$ cat config.mk
export PLATFORM = sky130hd
export DESIGN_NAME = pinv_seq_ctrl
export DESIGN_NICKNAME = d
export VERILOG_FILES = /design/src/rtl/pinv_pkg.sv /design/src/rtl/pinv_exp_check.sv /design/src/rtl/pinv_seq_ctrl.sv
export SDC_FILE = /design/constraint.sdc
export NUM_CORES = 2
export LEC_CHECK = 0
export ABC_AREA = 1
export CORE_AREA = 2 2 612 614
export CTS_CLUSTER_DIAMETER = 60
export DETAILED_ROUTE_END_ITERATION = 10
export DIE_AREA = 0 0 614 616
export PLACE_DENSITY = 0.3
export RECOVER_POWER = 50
export SLEW_MARGIN = 20
export SYNTH_ARGS = -nofsm -noshare
export SYNTH_HDL_FRONTEND = slang
export SYNTH_SLANG_ARGS = --single-unit
$ cat constraint.sdc
create_clock -name clk -period 33 [get_ports clk]
set_input_delay 8.25 -clock clk [delete_from_list [all_inputs] [get_ports clk]]
set_output_delay 8.25 -clock clk [all_outputs]
set_load 0.01 [all_outputs]
$ cat src/rtl/pinv_pkg.sv
// Shared definitions for the pseudo-inverse sequencing controller:
// state encodings, float32 field positions and an exponent helper.
package pinv_pkg;

    localparam logic [1:0] S_IDLE = 2'd0;
    localparam logic [1:0] S_WAIT = 2'd1;
    localparam logic [1:0] S_DONE = 2'd2;

    localparam int FP_W      = 32;
    localparam int N_ELEM    = 12;
    localparam int FP_EXP_HI = 30;
    localparam int FP_EXP_LO = 23;
    localparam int FP_EXP_W  = FP_EXP_HI - FP_EXP_LO + 1;
    localparam int VEC_W     = FP_W * N_ELEM;

    localparam logic [FP_W-1:0] FP_ONE = 32'h3f800000;

    typedef enum logic [1:0] {
        ST_IDLE = S_IDLE,
        ST_WAIT = S_WAIT,
        ST_DONE = S_DONE
    } state_e;

    // Inf and NaN both carry an all-ones exponent field.
    function automatic logic exp_all_ones(input logic [FP_W-1:0] f);
        return (f[FP_EXP_HI:FP_EXP_LO] == {FP_EXP_W{1'b1}});
    endfunction

endpackage

$ cat src/rtl/pinv_exp_check.sv
// Combinational all-ones exponent detector over the 12 packed float32 results.
// Only instantiated when PINV_NAN_CHECK_EN is defined.
module pinv_exp_check
    import pinv_pkg::*;
(
    input  logic [VEC_W-1:0]  i_res,
    output logic [N_ELEM-1:0] o_flags
);

    // Mantissa and sign bits are intentionally ignored.
    logic w_unused;
    assign w_unused = ^i_res;

    genvar g;
    generate
        for (g = 0; g < N_ELEM; g++) begin : g_elem
            assign o_flags[g] = exp_all_ones(i_res[g*FP_W +: FP_W]);
        end
    endgenerate

endmodule

$ cat src/rtl/pinv_seq_ctrl.sv
// Sequencer for the fixed-latency 4x3 pseudo-inverse datapath: latches a Jacobian,
// counts the datapath latency and captures the result. Optional: PINV_NAN_CHECK_EN.
module pinv_seq_ctrl
    import pinv_pkg::*;
#(
    parameter int LATENCY = 40,
    parameter int CNT_W   = 8
)(
    input  logic               clk,
    input  logic               rst,
    input  logic               in_valid,
    output logic               in_ready,
    input  logic [VEC_W-1:0]   j_in,
    input  logic               abort,
    output logic [VEC_W-1:0]   dp_j,
    input  logic [VEC_W-1:0]   dp_res,
    output logic               out_valid,
    input  logic               out_ready,
    output logic [VEC_W-1:0]   inv_out,
    output logic [N_ELEM-1:0]  nan_mask,
    output logic               busy
);

    localparam int              LAT_EFF  = (LATENCY < 1) ? 1 : LATENCY;
    localparam logic [CNT_W-1:0] CNT_LOAD = CNT_W'(LAT_EFF);
    localparam logic [CNT_W-1:0] CNT_ONE  = CNT_W'(1);

    state_e             r_state;
    state_e             w_state_nxt;
    logic [CNT_W-1:0]   r_cnt;
    logic [VEC_W-1:0]   r_dp_j;
    logic [VEC_W-1:0]   r_inv_out;
    logic               w_accept;
    logic               w_capture;

    assign w_accept  = (r_state == ST_IDLE) && in_valid;
    // Abort wins over the capture that would otherwise happen on the same edge.
    assign w_capture = (r_state == ST_WAIT) && !abort && (r_cnt == CNT_ONE);

    // State register.
    always_ff @(posedge clk or posedge rst) begin
        if (rst) begin
            r_state <= ST_IDLE;
        end else begin
            r_state <= w_state_nxt;
        end
    end

    // Next-state decode.
    always_comb begin
        w_state_nxt = r_state;
        case (r_state)
            ST_IDLE: begin
                if (in_valid) w_state_nxt = ST_WAIT;
                else          w_state_nxt = ST_IDLE;
            end
            ST_WAIT: begin
                if (abort)                 w_state_nxt = ST_IDLE;
                else if (r_cnt == CNT_ONE) w_state_nxt = ST_DONE;
                else                       w_state_nxt = ST_WAIT;
            end
            ST_DONE: begin
                if (abort || out_ready) w_state_nxt = ST_IDLE;
                else                    w_state_nxt = ST_DONE;
            end
            default: w_state_nxt = ST_IDLE;
        endcase
    end

    assign in_ready  = (r_state == ST_IDLE);
    assign out_valid = (r_state == ST_DONE);
    assign busy      = (r_state != ST_IDLE);

    // Input hold register and latency countdown.
    always_ff @(posedge clk or posedge rst) begin
        if (rst) begin
            r_dp_j <= '0;
            r_cnt  <= '0;
        end else if (w_accept) begin
            r_dp_j <= j_in;
            r_cnt  <= CNT_LOAD;
        end else if (r_state == ST_WAIT) begin
            if (abort) r_cnt <= '0;
            else       r_cnt <= r_cnt - CNT_ONE;
        end else begin
            r_dp_j <= r_dp_j;
            r_cnt  <= r_cnt;
        end
    end

    // Result capture; an aborted job leaves the previous result in place.
    always_ff @(posedge clk or posedge rst) begin
        if (rst) begin
            r_inv_out <= '0;
        end else if (w_capture) begin
            r_inv_out <= dp_res;
        end else begin
            r_inv_out <= r_inv_out;
        end
    end

    assign dp_j    = r_dp_j;
    assign inv_out = r_inv_out;

`ifdef PINV_NAN_CHECK_EN
    logic [N_ELEM-1:0] w_nan_flags;
    logic [N_ELEM-1:0] r_nan_mask;

    pinv_exp_check u_exp_check (
        .i_res   (dp_res),
        .o_flags (w_nan_flags)
    );

    // Exponent flags are latched together with the result.
    always_ff @(posedge clk or posedge rst) begin
        if (rst) begin
            r_nan_mask <= '0;
        end else if (w_capture) begin
            r_nan_mask <= w_nan_flags;
        end else begin
            r_nan_mask <= r_nan_mask;
        end
    end

    assign nan_mask = r_nan_mask;
`else
    assign nan_mask = {N_ELEM{1'b0}};
`endif

endmodule

# Word-level counts from Yosys, hierarchy flattened
# Index checks and enable logic that the tools add are counted.
word_totals:
  regBits: 778
  inputBits: 773
  output_inout_bits: 783
  word_cells: 24
classes:
  add_sub_neg: 1
  n_eq_ne: 3
  mux: 8
  n_reduce_logical: 8
op_table:
  columns: ["operator", "n"]
  rows:
  - ["2-to-1 mux 8 bit", 3]
  - ["== test 8 x 1 -> 1 bit, second input constant", 1]
  - ["subtractor 8 x 1 -> 8 bit, second input constant", 1]
  - ["2-to-1 mux 2 bit", 3]
  - ["case mux 2 bit (3 select lines)", 1]
  - ["nonzero test 2 bit", 2]
  - ["logical AND 1 bit", 3]
  - ["== test 2 x 1 -> 1 bit, second input constant", 1]
  - ["== test 2 bit, second input constant", 1]
  - ["logical NOT 2 bit", 1]
  - ["logical NOT 1 bit", 1]
  - ["logical OR 1 bit", 1]
  - ["2-to-1 mux 1 bit", 1]

# Longest topological paths before layout
depth:
  depth_word: 4
  mapped_depth: 8

# Least setup slack after synthesis
# OpenSTA, ideal clock, no wires.
synth_path:
  path_type: "input to register"
  from: "input port abort"
  to: "register r_inv_out[10], in the netlist inv_out[10]"
  t_arrival_ns: 9.118
  required_time_ns: 32.883
  path_slack_ns: 23.765
  path_stages: 6
  path_buffers: 2
  path_cell_list: "nor2_2 -> nand4_1 -> buf_2 -> buf_2 -> nand2_1 -> nand2_1"
synth_between:
  elab_chain_len: 3
synth_rtl:
  columns: ["item", "line_no", "rtl"]
  rows:
  - ["from (decl)", "pinv_seq_ctrl.sv:14", "input logic abort,"]
  - ["logical NOT 1 bit", "pinv_seq_ctrl.sv:38", "assign w_capture = (r_state == ST_WAIT) && !abort && (r_cnt == CNT_ONE);"]
  - ["logical AND 1 bit (2 in a row)", "pinv_seq_ctrl.sv:38", null]
  - ["to (signal assigned)", "pinv_seq_ctrl.sv:96", "r_inv_out <= dp_res;"]
  - ["to (signal assigned)", "pinv_seq_ctrl.sv:98", "r_inv_out <= r_inv_out;"]
  - ["to (decl)", "pinv_seq_ctrl.sv:32", "logic [VEC_W-1:0] r_inv_out;"]
# No other way between the ends.
# A chain may end at the register's enable or synchronous reset.

==> results.sh <==
export IMPL_whs_endpoint="inv_out[5]"
export IMPL_worst_setup_path_type="in -> async"
export IMPL_grt_usage_pct=13.1
export IMPL_post_drt_wl_per_cell_microns=25.5
export IMPL_cts_hold_buf=0
export IMPL_detailroute_via_count=30100
export IMPL_result_of_the_run="complete, but fails checks"
export IMPL_clockRootBuffer="clkbuf_16"
export IMPL_port_buffers=1543
export IMPL_num_rows=224
export IMPL_maxClockFrequency_mhz=57.0
export IMPL_postSynthRegisterBits=778
export IMPL_max_cap_violations=11
export IMPL_die_height_microns=616
export IMPL_vias_per_cell=3.00
export IMPL_floorplan_die_width_microns=614
export IMPL_timing_critical_path_fanout_max=81
export IMPL_htreeDepth=4
export IMPL_cp_end_kind="async pin"
export IMPL_required_time_at_the_worst_slack_endpoint_ps=33760
export IMPL_tritoncts="built"
export IMPL_die_ar_sq_um=378000
export IMPL_postSynthAreaPerCell_sq_um=8.88
export IMPL_post_cts_buffers=0
export IMPL_netlist_cell_type_count=19
export IMPL_r2r_worst_path_cells=7
export IMPL_drt_pass1_iter_count=6
export IMPL_final_hold_viol_count=0
export IMPL_worst_hold_path_num_cells=2
export IMPL_power_ir_vdd_worst_v=0.0000426
export IMPL_floorplan_initialDensity_pct=8.08
export IMPL_cts_path_max_buffers=4
export IMPL_finalWeightedCongestion=0.868
export IMPL_power_leakage_nw=26.4
export IMPL_finalPower_mw=4.90
export IMPL_yosysWarnings=0
export IMPL_holdWs_ps=461
export IMPL_cts_inserted_buffers=153
export IMPL_drt_wl_total_microns=256000
export IMPL_syn2layout_area_growth_pct=88.0
export IMPL_regToRegEndpoint="dp_j[164]"
export IMPL_timing_clock_skew_ps=87.4
export IMPL_slew_headroom_pct=-260
export IMPL_grt_first_pass_wirelength_microns=330000
export IMPL_clock_latency_ps=850
export IMPL_power_per_cell_area_nw_per_um2=86.9
export IMPL_maxSlewViolCount=668
export IMPL_timing_hold_worst_start="inv_out[5]"
export IMPL_violations_in_the_final_reports="max-capacitance violations, max-slew violations"
export IMPL_antenna_found_initial=168
export IMPL_drcViolationCount=0
export IMPL_layout_filler_cells=42000
export IMPL_first_global_vias=31900
export IMPL_startpoint_type_of_the_worst_setup_path="input pin"
export IMPL_synthCells=3379
export IMPL_yosysSeqAreaShare_pct=64.9
export IMPL_core_area_sq_um=371000
export IMPL_ios=1556
export IMPL_fin_crit_ps=17560
export IMPL_fin_nets=5676
export IMPL_ant_nets=0
export IMPL_grt_setup_unrepaired="no"
export IMPL_holdCritPathClass="reg -> reg"
export IMPL_r2r_start="r_state[0]"
export IMPL_slack_of_the_worst_reg_to_reg_path_ps=23210
export IMPL_synthesis_area_sq_um=30000
export IMPL_grt_max_degree=169
export IMPL_worst_pin_slew_ps=5360
export IMPL_grt_overflow_total=0
export IMPL_fraction_of_final_layout_cells_with_drive_strength_greater_than_1_pct=5.74
export IMPL_place_hpwl_microns=209000
export IMPL_timing_setup_tns_ps=0
export IMPL_setup_violations_final=0
export IMPL_layout_worst_path_cycle_share_pct=53.2
export IMPL_clkSlewWorstSetupHoldPaths_ps=50
export IMPL_ctsResizeCount=0
export IMPL_cp_arrival_ps=18310
export IMPL_cts_sinks=778
export IMPL_detailedRoute_firstIterationViolations=1711
==> Yosys cell counts <==
master | instances | share of area (%)
nand2_1 | 1943 | 24
dfrtp_1 | 778 | 65
nand3_1 | 393 | 6.6
buf_2 | 138 | 2.3
clkbuf_1 | 68 | 0.85
inv_1 | 13 | 0.16
buf_4 | 12 | 0.30
nor2_1 | 10 | 0.13
buf_1 | 5 | 0.063
o21ai_0 | 5 | 0.083
a21oi_1 | 3 | 0.050
ha_1 | 2 | 0.083
inv_2 | 2 | 0.025
o22ai_1 | 2 | 0.042
conb_1 | 1 | 0.013
nand4_1 | 1 | 0.021
nor2_2 | 1 | 0.021
nor3_2 | 1 | 0.033
xnor2_1 | 1 | 0.029
==> cells by family after synthesis <==
| family | Yosys count | share of synthesized area, % |
|---|---|---|
| simple gates | 2349 | 31.1 |
| fa+ha+maj | 2 | 0.0834 |
| compound gates | 10 | 0.175 |
| flops | 778 | 64.9 |
| other cells | 1 | 0.0125 |
| buf+inv | 238 | 3.70 |
| xor+xnor | 1 | 0.0292 |
==> power breakdown <==
group	internal [mW]	switching (mW)	total, mW
logic	0.724	0.967	1.69
clock network	1.05	0.618	1.67
registers	1.30	0.233	1.54
total	3.08	1.82	4.90
==> layout make-up <==
class | instances | area (sq um) | area share (%)
timing repair buffer | 1579 | 15700 | 27.9
tap | 4972 | 6220 | 11.0
inverter | 15 | 58.8 | 0.104
clock buffer | 196 | 4300 | 7.62
multi-input combinational | 2374 | 9460 | 16.8
antenna | 49 | 123 | 0.217
clock inverter | 78 | 1030 | 1.82
sequential | 778 | 19500 | 34.5
==> worst max-delay path: stages <==
cell and delay [ps]:
dlygate4sd3_1 550, clkinvlp_2 2380, clkbuf_1 2500, clkbuf_1 2100, buf_4 650, buf_4 730
buf_4 850
==> metal layers <==
metal  track usage (%)  up-vias  wire [microns]
met5                 0        -             286
met4              3.05       40            6970
met3              4.80      461           21100
met2              26.6     1241          146000
met1              12.0    14700           82100
li1                  -    13600               -
==> stage by stage <==
| stage | setup WS, ps | std cells | utilization, % | instance area, sq um |
|---|---|---|---|---|
| 2_1_floorplan | 2910 | 3390 | - | 30000 |
| 3_3_place_gp | 19650 | 9718 | 13.7 | 51000 |
| 3_5_place_dp | 19620 | 9718 | 13.7 | 51000 |
| 4_1_cts | 20490 | 9992 | 15.2 | 56300 |
| 5_1_grt | 13580 | 10000 | 15.2 | 56300 |
| 6_report | 15440 | 10000 | 15.2 | 56400 |
==> placed cells by master (no fill, tap or decap), types with 2 or more instances in the layout <==
cell type,instances
nand2_1,1943
clkdlybuf4s50_1,964
dfrtp_1,778
dlygate4sd3_1,579
nand3_1,393
clkbuf_16,158
diode_2,49
clkbuf_1,26
buf_4,22
clkbuf_8,20
clkinvlp_4,18
bufinv_16,16
clkinv_2,14
clkinv_4,14
inv_1,12
conb_1,12
nor2_1,11
inv_6,10
o21ai_0,5
buf_12,4
a21oi_1,3
clkinvlp_2,2
o22ai_1,2
ha_1,2
clkinv_8,2
inv_16,2
clkinv_16,2
buf_6,2
==> sequential cells by signal, summed over array words and instances (netlist names) <==
signal	flops
r_state	2
inv_out	384
dp_j	384
r_cnt	8
==> worst max-delay path by stage <==
stage,startpoint,to,slack (ps),depth (start not counted)
CTS,rst,dp_j[212],20490,7
floorplan,rst,dp_j[0],2910,1
global placement,rst,dp_j[189],19650,7
global route,rst,dp_j[212],13580,7
detailed placement,rst,dp_j[182],19620,7
finish,rst,dp_j[219],15440,7
No activity file was read; power rests on OpenSTA's default activity.
